File: src/rtl/jk_universal_shift_reg_pkg.sv
// Shared types and helpers for the JK-cell universal shift register.
package jk_universal_shift_reg_pkg;

    typedef enum logic [1:0] {
        MODE_HOLD = 2'b00,
        MODE_SHR  = 2'b01,
        MODE_SHL  = 2'b10,
        MODE_LOAD = 2'b11
    } mode_e;

    // Excitation that makes a JK cell behave as a D element: returns {j, k}.
    function automatic logic [1:0] jk_excite(input logic d, input logic q);
        return {d & ~q, ~d & q};
    endfunction

endpackage

File: src/rtl/jk_universal_shift_reg_if.sv
// Control, data and status bundle of the universal shift register.
interface jk_universal_shift_reg_if
    import jk_universal_shift_reg_pkg::*;
#(
    parameter int WIDTH = 8
);
    logic             en;
    mode_e            mode;
    logic             sin_r;
    logic             sin_l;
    logic [WIDTH-1:0] pdata;
    logic [WIDTH-1:0] q;
    logic             sout_r;
    logic             sout_l;
    logic             word_done;

    modport master (
        output en, mode, sin_r, sin_l, pdata,
        input  q, sout_r, sout_l, word_done
    );

    modport slave (
        input  en, mode, sin_r, sin_l, pdata,
        output q, sout_r, sout_l, word_done
    );
endinterface

File: src/rtl/jk_ff_sr.sv
// JK flip-flop with synchronous active-high reset: 00 hold, 01 reset, 10 set, 11 toggle.
module jk_ff_sr (
    input  logic clk,
    input  logic rst,
    input  logic j,
    input  logic k,
    output logic q
);
    always_ff @(posedge clk) begin
        if (rst) begin
            q <= 1'b0;
        end else begin
            case ({j, k})
                2'b00:   q <= q;
                2'b01:   q <= 1'b0;
                2'b10:   q <= 1'b1;
                default: q <= ~q;
            endcase
        end
    end
endmodule

File: src/rtl/jk_universal_shift_reg.sv
// Universal shift register built from JK cells, with a shift counter that pulses word_done
// once every WIDTH shifts since the last load, reset or wrap.
module jk_universal_shift_reg
    import jk_universal_shift_reg_pkg::*;
#(
    parameter int WIDTH = 8
) (
    input  logic                    clk,
    input  logic                    rst,
    jk_universal_shift_reg_if.slave bus
);
    localparam int CNT_W = $clog2(WIDTH);
    localparam logic [CNT_W-1:0] CNT_MAX = CNT_W'(WIDTH - 1);

    logic [WIDTH-1:0] q_r;
    logic [WIDTH-1:0] d;
    logic [WIDTH-1:0] j;
    logic [WIDTH-1:0] k;
    logic [CNT_W-1:0] cnt;
    logic             word_done_r;

    // With en low d equals q, so every cell sees J=K=0 and holds.
    always_comb begin
        d = q_r;
        if (bus.en) begin
            case (bus.mode)
                MODE_HOLD: d = q_r;
                MODE_SHR:  d = {bus.sin_r, q_r[WIDTH-1:1]};
                MODE_SHL:  d = {q_r[WIDTH-2:0], bus.sin_l};
                MODE_LOAD: d = bus.pdata;
            endcase
        end
    end

    for (genvar i = 0; i < WIDTH; i++) begin : g_cell
        assign {j[i], k[i]} = jk_excite(d[i], q_r[i]);

        jk_ff_sr u_cell (
            .clk (clk),
            .rst (rst),
            .j   (j[i]),
            .k   (k[i]),
            .q   (q_r[i])
        );
    end

    always_ff @(posedge clk) begin
        if (rst) begin
            cnt         <= '0;
            word_done_r <= 1'b0;
        end else if (!bus.en) begin
            word_done_r <= 1'b0;
        end else begin
            case (bus.mode)
                MODE_SHR, MODE_SHL: begin
                    if (cnt == CNT_MAX) begin
                        cnt         <= '0;
                        word_done_r <= 1'b1;
                    end else begin
                        cnt         <= cnt + 1'b1;
                        word_done_r <= 1'b0;
                    end
                end
                MODE_LOAD: begin
                    cnt         <= '0;
                    word_done_r <= 1'b0;
                end
                default: begin
                    word_done_r <= 1'b0;
                end
            endcase
        end
    end

    assign bus.q         = q_r;
    assign bus.sout_r    = q_r[0];
    assign bus.sout_l    = q_r[WIDTH-1];
    assign bus.word_done = word_done_r;
endmodule

File: src/flat_wrapper.sv
// flat-port wrapper written by rule: the top's interface ports become plain ports
module jk_universal_shift_reg_flat import jk_universal_shift_reg_pkg::*;
#(
    parameter int WIDTH = 8
)
  (clk, rst, bus_en, bus_mode, bus_sin_r, bus_sin_l, bus_pdata, bus_q, bus_sout_r, bus_sout_l, bus_word_done);
  jk_universal_shift_reg_if #(.WIDTH(WIDTH)) bus_i ();
  input  logic clk;
  input  logic rst;
  input wire logic [$bits(bus_i.en)-1:0] bus_en;
  input wire logic [$bits(bus_i.mode)-1:0] bus_mode;
  input wire logic [$bits(bus_i.sin_r)-1:0] bus_sin_r;
  input wire logic [$bits(bus_i.sin_l)-1:0] bus_sin_l;
  input wire logic [$bits(bus_i.pdata)-1:0] bus_pdata;
  output wire logic [$bits(bus_i.q)-1:0] bus_q;
  output wire logic [$bits(bus_i.sout_r)-1:0] bus_sout_r;
  output wire logic [$bits(bus_i.sout_l)-1:0] bus_sout_l;
  output wire logic [$bits(bus_i.word_done)-1:0] bus_word_done;
  assign bus_i.en = bus_en;
  assign bus_i.mode = bus_mode;
  assign bus_i.sin_r = bus_sin_r;
  assign bus_i.sin_l = bus_sin_l;
  assign bus_i.pdata = bus_pdata;
  assign bus_q = bus_i.q;
  assign bus_sout_r = bus_i.sout_r;
  assign bus_sout_l = bus_i.sout_l;
  assign bus_word_done = bus_i.word_done;
  jk_universal_shift_reg #(.WIDTH(WIDTH)) u_core (.clk(clk), .rst(rst), .bus(bus_i));
endmodule
File: config.mk
export PLATFORM = sky130hd
export DESIGN_NAME = jk_universal_shift_reg_flat
export DESIGN_NICKNAME = d
export VERILOG_FILES = /design/src/rtl/jk_universal_shift_reg_pkg.sv /design/src/rtl/jk_universal_shift_reg_if.sv /design/src/rtl/jk_ff_sr.sv /design/src/rtl/jk_universal_shift_reg.sv /design/src/flat_wrapper.sv
export SDC_FILE = /design/constraint.sdc
export NUM_CORES = 1
export LEC_CHECK = 0
export ABC_AREA = 0
export BUFFER_PORTS_ARGS = -buffer_cell sky130_fd_sc_hd__buf_2
export CAP_MARGIN = 20
export CORE_MARGIN = 3
export CORE_UTILIZATION = 54
export CTS_CLUSTER_DIAMETER = 50
export DETAILED_ROUTE_END_ITERATION = 16
export HOLD_SLACK_MARGIN = 0.02
export PLACE_DENSITY = 0.81
export REMOVE_ABC_BUFFERS = 1
export SYNTH_ARGS = -nofsm -noshare
export SYNTH_HDL_FRONTEND = slang
export SYNTH_SLANG_ARGS = --single-unit
File: constraint.sdc
create_clock -name clk -period 2.84 [get_ports clk]
set_clock_uncertainty 0.05 [all_clocks]
set_input_delay 0.284 -clock clk [delete_from_list [all_inputs] [get_ports clk]]
set_output_delay 0.284 -clock clk [all_outputs]
set_load 0.02 [all_outputs]
==> impl_metrics.py, run 1 <==
metrics = {
    "cts": {
        "h-tree-depth": 1,
        "post_cts_resized": 0,
        "clock_sinks": 12,
        "clk_path_buf_depth": 2,
        "ctsHoldBuffers": 0,
        "postCtsSetupBuffers": 0,
        "root_buffer": "clkbuf_4",
        "numCtsBuffers": 3,
        "clk_latency_ns": 0.27,
        "clk_pin_slew_ns": 0.08,
        "cts_tree": "yes",
    },
    "layout": {
        "drive_above_1_share_pct": 22.7,
        "final_cells": 157,
        "multi_input_area_sq_um": 661,
        "post-route-util_pct": 64.1,
        "area_growth_pct": 9.44,
        "fillers": 181,
        "diodes": 0,
        "regArea_sq_um": 240,
        "nNetsFinal": 170,
        "final_cell_area_sq_um": 1130,
    },
    "routing": {
        "drtIter0Drc": 41,
        "viasPerCell": 5.83,
        "vias": 916,
        "drc_errors": 0,
        "antenna_left": 0,
        "finalWirelength_um": 2200,
        "wl_per_cell_um": 14.0,
        "firstDrtPassIters": 7,
    },
    "logic_synthesis": {
        "synth-warning-count": 0,
        "syn-mean-instance-area_sq_um": 8.76,
        "synth-seq-cells": 12,
        "yosysUniqueCellTypes": 18,
        "ys_seq_area_share_pct": 23.2,
        "synth_area_sq_um": 1030,
        "syn_inst": 118,
    },
    "setup_path": {
        "crit_fanout": 8,
        "worstSetupEndpoint": "u_core.g_cell[2].u_cell.q$_SDFFE_PP0P_",
        "crit_top_cell": "ha_1",
        "required_ns": 2.94,
        "reg2reg_depth": 5,
        "r2r_start": "u_core.g_cell[3].u_cell.q$_SDFFE_PP0P_",
        "critPathKind": "in -> reg",
        "cp.arrival_ns": 2.01,
        "max_stage_delay_ns": 0.49,
        "r2r_end": "u_core.g_cell[2].u_cell.q$_SDFFE_PP0P_",
        "worstPathCellList": "buf_2 > inv_1 > ha_1 > a222oi_1 > o21ai_0 > ha_1 > nor3_1 > a211oi_1",
        "cp-startpoint": "bus_mode[1]",
        "critPathBufInv": 2,
        "worstSetupStartpointType": "primary input",
        "ff2ff_setup_slack_ns": 1.07,
        "end_kind": "flip-flop",
        "crit_cells": 8,
        "critPathTopFamily": "compound AO/OA/AOI/OAI gates",
        "cp_slowest_cell": "a222oi_1",
    },
    "hold_path": {
        "hold_path.class": "in -> reg",
        "min_from": "bus_en",
    },
    "grt": {
        "grt_antenna_before_repair": 0,
        "grt_first_pass_wirelength_um": 3800,
        "grt_pass1_vias": 915,
        "globalRouteMet3Util_pct": 5.14,
        "grt_util_met1_pct": 22.1,
        "gr-max-usage-layer": "met2",
        "grt.met2_usage_pct": 34.4,
        "grt_max_degree": 31,
        "overflow": 0,
        "grt_use_total_pct": 19.2,
    },
    "timing": {
        "hold_viol": 0,
        "finalSetupTns_ns": 0,
        "setup_ws_ns": 0.928,
        "rsz0062_at_grt": "false",
        "fin_hold_ws_ns": 0.289,
        "min_period_ns": 1.91,
        "maxSlewHeadroom_pct": 71.6,
        "finalCritPeriodShare_pct": 67.3,
        "setup_viol": 0,
        "fmax_mhz": 523,
        "maxSlewViolCount": 0,
        "tightest_slew_ns": 0.426,
    },
    "run_status": {
        "status": "completed",
    },
    "placement": {
        "placed_area_sq_um": 1090,
        "place_ws_ns": 0.727,
        "hpwlAfterDp_um": 1650,
        "gp_congestion": 0.741,
        "placed_cells": 153,
        "port-buffer-count": 25,
    },
    "floorplan": {
        "fp.dieW_um": 49.7,
        "ios": 26,
        "start_util_pct": 58.6,
        "dieHeight_um": 49.7,
        "core_area_sq_um": 1760,
        "num_rows": 15,
        "die-area_sq_um": 2470,
    },
    "pwr": {
        "power_leakage_nw": 0.517,
        "peakVddDrop_mv": 0.536,
        "powerDensity_nw_per_um2": 804,
        "power.total_mw": 0.910,
    },
    "flow_run": {
        "max_cap_violations": 0,
    },
}
[power breakdown]
part	internal [mW]	switching [mW]	leakage, nW
combinational	0.204	0.290	0.397
clock	0.0777	0.0602	0.0210
sequential	0.218	0.0605	0.0989
total	0.499	0.411	0.517
[cell usage after synthesis]
cell type	n	share of area, %
or3b_1	2	1.7
o21ai_0	8	3.9
ha_1	22	27
nand2_1	11	4.0
nand2b_4	1	1.3
buf_6	1	1.1
buf_2	1	0.48
nor3_1	8	3.9
clkbuf_1	5	1.8
inv_1	10	3.6
or4_1	1	0.73
dfxtp_1	12	23
a21oi_1	3	1.5
buf_4	8	5.8
a222oi_1	8	7.7
and4b_1	1	0.97
a211oi_1	8	5.8
o21a_1	8	5.8
[layer usage]
| metal | part of all wire (%) | up-vias |
|---|---|---|
| li1 | - | 454 |
| met1 | 45 | 436 |
| met2 | 50 | 24 |
| met3 | 5.0 | 2 |
| met4 | 0.55 | 0 |
| met5 | 0 | - |
[state kept, by name, indices dropped and copies added, names as in the netlist]
signal / flops
u_core.g_cell.u_cell.q: 8
u_core.cnt: 3
u_core.bus.word_done: 1
[cell type report]
cell class              instances  share of cell area [%]
flip-flops and latches         12                    21.2
multi-input cells              81                    58.4
clock buffers                   4                    3.21
inverters                      10                    3.32
well taps                      25                    2.77
repair buffers                 25                    11.1
[layout by cell type (no fill, tap or decap), drive strengths merged, types with 2 or more instances in the layout]
cell type   n
ha         22
buf        25
clkbuf      4
nor3        8
a21oi       3
or3b        2
dfxtp      12
a222oi      8
inv        10
o21a        8
nand2      11
a211oi      8
o21ai       8
[worst min-delay path by stage]
stage                                      endpoint  cells past startpoint
global placement         u_core.cnt[2]$_SDFFE_PP0P_                      2
floorplan                u_core.cnt[0]$_SDFFE_PP0P_                      1
detailed placement       u_core.cnt[1]$_SDFFE_PP0P_                      2
CTS                 u_core.bus.word_done$_SDFF_PP0_                      2
global route        u_core.bus.word_done$_SDFF_PP0_                      2
finish              u_core.bus.word_done$_SDFF_PP0_                      2
[kinds of logic (layout without fill, tap and decap cells)]
logic type	Yosys count	count (layout)	synth area share [%]
and+or+nand+nor	24	24	12.6
AOI/OAI and AO/OA	35	35	24.7
adders and majority gates	22	22	26.6
DFF	12	12	23.2
buffers and inverters	25	39	12.8
(Power assumes the default switching activity.)
==> run 2, diff against run 1 <==
Settings changed: ABC_AREA 0 to 1, CORE_UTILIZATION 54 to 49, PLACE_DENSITY 0.81 to 0.76.
Clock period 2.84 ns to 1.55 ns, I/O delays scaled along.
==> run 2 against run 1 <==
Net effect: first-iteration DRC count decreased by 59%; critical path depth grew 2; register-to-register slack got worse by 0.94 ns; count of clock-buffer cells in the layout stayed put; largest cell class unchanged; flip-flop and latch count is the same; hold slack got worse by 0.18 ns; cell area rose by 24%; critical endpoint is now u_core.g_cell[1].u_cell.q$_SDFFE_PP0P_; non-clock buffer count up 10; combinational power is 100% higher; routed wire length is 16% higher.
==> impl_metrics.py, run 2 <==
metrics = {
    "routing": {
        "firstDrtPassIters": 4,
        "viasPerCell": 4.79,
        "wl_per_cell_um": 10.4,
        "drc_errors": 0,
        "vias": 1178,
        "finalWirelength_um": 2550,
        "drtIter0Drc": 17,
        "antenna_left": 0,
    },
    "grt": {
        "grt_antenna_before_repair": 0,
        "grt_use_total_pct": 17.0,
        "grt_max_degree": 10,
        "grt_pass1_vias": 1066,
        "grt_first_pass_wirelength_um": 4280,
        "overflow": 0,
    },
    "flow_run": {
        "max_cap_violations": 0,
    },
    "layout": {
        "final_common_cell": "nand2_1",
        "largest_register_ff_count": 8,
        "top_register": "u_core.g_cell.u_cell.q",
        "final_cell_area_sq_um": 1410,
        "area_growth_pct": 16.7,
        "nNetsFinal": 256,
        "drive_above_1_share_pct": 22.9,
        "diodes": 0,
        "final_cell_mix": "nand2_1 (61), inv_1 (28), buf_2 (25), nor2_1 (22), ha_1 (20)",
    },
    "logic_synthesis": {
        "synth-seq-cells": 12,
        "synth_top_area_share_pct": 22.8,
        "synth_top_family_by_area": "simple AND/OR/NAND/NOR gates",
        "post-synth-top-area-cell": "ha_1",
        "yosys-top-cells-count": "nand2_1 (62), inv_1 (28), nor2_1 (23)",
        "synthFlopType": "dfxtp_1",
        "syn_inst": 192,
        "synth_xor_xnor_area_share_pct": 0,
        "synth_compound_area_share_pct": 7.78,
        "yosysUniqueCellTypes": 15,
        "synth-warning-count": 0,
        "synth_most_common_cell": "nand2_1",
        "ys_seq_area_share_pct": 19.9,
        "synth_enable_flop_cells": 0,
        "synth_fa_ha_area_share_pct": 22.8,
        "ys_top_cells_by_area": "ha_1 (23%), dfxtp_1 (20%), nand2_1 (19%)",
        "syn-mean-instance-area_sq_um": 6.28,
        "synthArstFlopShare_pct": 0,
        "synthSimpleGateAreaFrac_pct": 32.4,
        "synth_area_sq_um": 1210,
        "synthMuxAreaShare_pct": 0,
    },
    "cts": {
        "numCtsBuffers": 3,
        "clk_path_buf_depth": 2,
        "h-tree-depth": 1,
        "clock_sinks": 12,
        "clk_latency_ns": 0.28,
        "root_buffer": "clkbuf_4",
        "clk_pin_slew_ns": 0.08,
        "cts_tree": "yes",
    },
    "timing": {
        "fin_hold_ws_ns": 0.112,
        "maxSlewHeadroom_pct": 74.4,
        "fmax_mhz": 686,
        "hold_viol": 0,
        "setup_viol": 0,
        "min_period_ns": 1.46,
        "tightest_slew_ns": 0.385,
        "finalCritPeriodShare_pct": 94.1,
        "maxSlewViolCount": 0,
    },
    "pwr": {
        "power_leakage_nw": 0.816,
        "p_clk_share_pct": 14.9,
        "power_frac_seq_pct": 28.8,
        "p_int_mw": 0.956,
        "p_sw_mw": 0.830,
        "peakVddDrop_mv": 0.831,
        "p_sw_share_pct": 46.5,
        "combPwrFrac_pct": 56.3,
        "powerDensity_nw_per_um2": 1270,
    },
    "setup_path": {
        "r2r_end": "u_core.g_cell[1].u_cell.q$_SDFFE_PP0P_",
        "ff2ff_setup_slack_ns": 0.13,
        "r2r_start": "u_core.g_cell[2].u_cell.q$_SDFFE_PP0P_",
        "reg2reg_depth": 7,
        "crit_fanout": 6,
        "end_kind": "flip-flop",
        "worstSetupStartpointType": "primary input",
        "cp.arrival_ns": 1.58,
        "required_ns": 1.68,
        "critPathKind": "in -> reg",
    },
    "hold_path": {
        "min_from": "bus_en",
        "hold_depth": 3,
        "hold_path_end": "u_core.bus.word_done$_SDFF_PP0_",
        "hold_path.class": "in -> reg",
    },
    "floorplan": {
        "die-area_sq_um": 3090,
        "num_rows": 17,
        "core_area_sq_um": 2280,
        "fp.dieW_um": 55.6,
        "dieHeight_um": 55.6,
        "start_util_pct": 53.0,
        "ios": 26,
    },
    "placement": {
        "hpwlAfterDp_um": 2030,
        "placed_area_sq_um": 1340,
        "gp_congestion": 0.775,
        "port-buffer-count": 25,
    },
    "run_status": {
        "status": "completed",
    },
}
==> run 2: changes by cell type after synthesis, sizes merged, moves of 2 or more <==
cell    delta
a21oi      +7
buf        +3
a211oi     -8
nand3      +3
or3b       -2
inv       +19
a222oi     -8
nor2      +24
clkbuf     -5
o21a       -8
nand2     +51
==> run 2: power groups by stage <==
stage | logic [mW] | clock network, mW | registers (mW)
floorplan | 0.581 | 0 | 0.619
global placement | 0.920 | 0 | 0.509
detailed placement | 0.995 | 0 | 0.514
CTS | 1.00 | 0.275 | 0.507
global route | 1.15 | 0.290 | 0.536
finish | 1.01 | 0.266 | 0.515
==> run 2: critical path, cell delays in order <==
cell	delay, ns
buf_2	0.10
inv_1	0.05
ha_1	0.23
nor2_4	0.16
buf_4	0.16
nor2_1	0.04
a21oi_1	0.13
ha_1	0.26
nor3_1	0.22
nor2_1	0.06
==> run 2: stage by stage <==
step / power [mW] / setup slack, ns / TNS (ns) / instances / util [%]
floorplan: 1.20 / -0.0564 / -0.0630 / 179 / -
global placement: 1.43 / -0.202 / -1.50 / 241 / 58.7
detailed placement: 1.51 / -0.323 / -2.16 / 241 / 58.7
CTS: 1.79 / 0.0691 / 0 / 246 / 61.0
global route: 1.98 / -0.0283 / -0.0283 / 246 / 61.8
finish: 1.79 / 0.0914 / 0 / 246 / 61.8
==> run 2: repair_timing <==
action	CTS	global route
setup endpoints to repair	1	7
resized for setup	2	8
endpoints found under the hold margin	3	0
buffers inserted	0	0
gates cloned	0	0
hold buffers	1	0
==> run 2: cell families (layout without fill, tap and decap cells) <==
logic type      Yosys count  after routing
simple gates             98             98
buf+inv                  42             68
fa+ha+maj                22             22
compound gates           18             18
flops                    12             12
==> run 2: cell type report <==
cell class              count  area (sq um)
fillers                   210           868
inverters                  29           109
multi-input cells         138           779
repair buffers             35           203
flip-flops and latches     12           245
clock buffers               4          36.3
well taps                  28          35.0
==> run 2: worst max path at each step <==
stage,from,to
final,bus_mode[0],u_core.g_cell[1].u_cell.q$_SDFFE_PP0P_
after global routing,bus_mode[1],u_core.g_cell[1].u_cell.q$_SDFFE_PP0P_
after CTS,bus_mode[0],u_core.g_cell[0].u_cell.q$_SDFFE_PP0P_
after detailed placement,bus_mode[0],u_core.g_cell[1].u_cell.q$_SDFFE_PP0P_
after global placement,bus_mode[0],u_core.g_cell[5].u_cell.q$_SDFFE_PP0P_
after floorplan,bus_mode[0],u_core.g_cell[3].u_cell.q$_SDFFE_PP0P_
==> run 2: metal layers <==
metal | vias to the layer above | share of wire (%) | routed length (um) | track usage [%]
li1 | 629 | - | - | -
met1 | 526 | 41 | 1040 | 18.2
met2 | 18 | 53 | 1360 | 31.9
met3 | 5 | 4.2 | 106 | 4.64
met4 | 0 | 1.4 | 36 | 5.21
met5 | - | 0 | 0 | 0
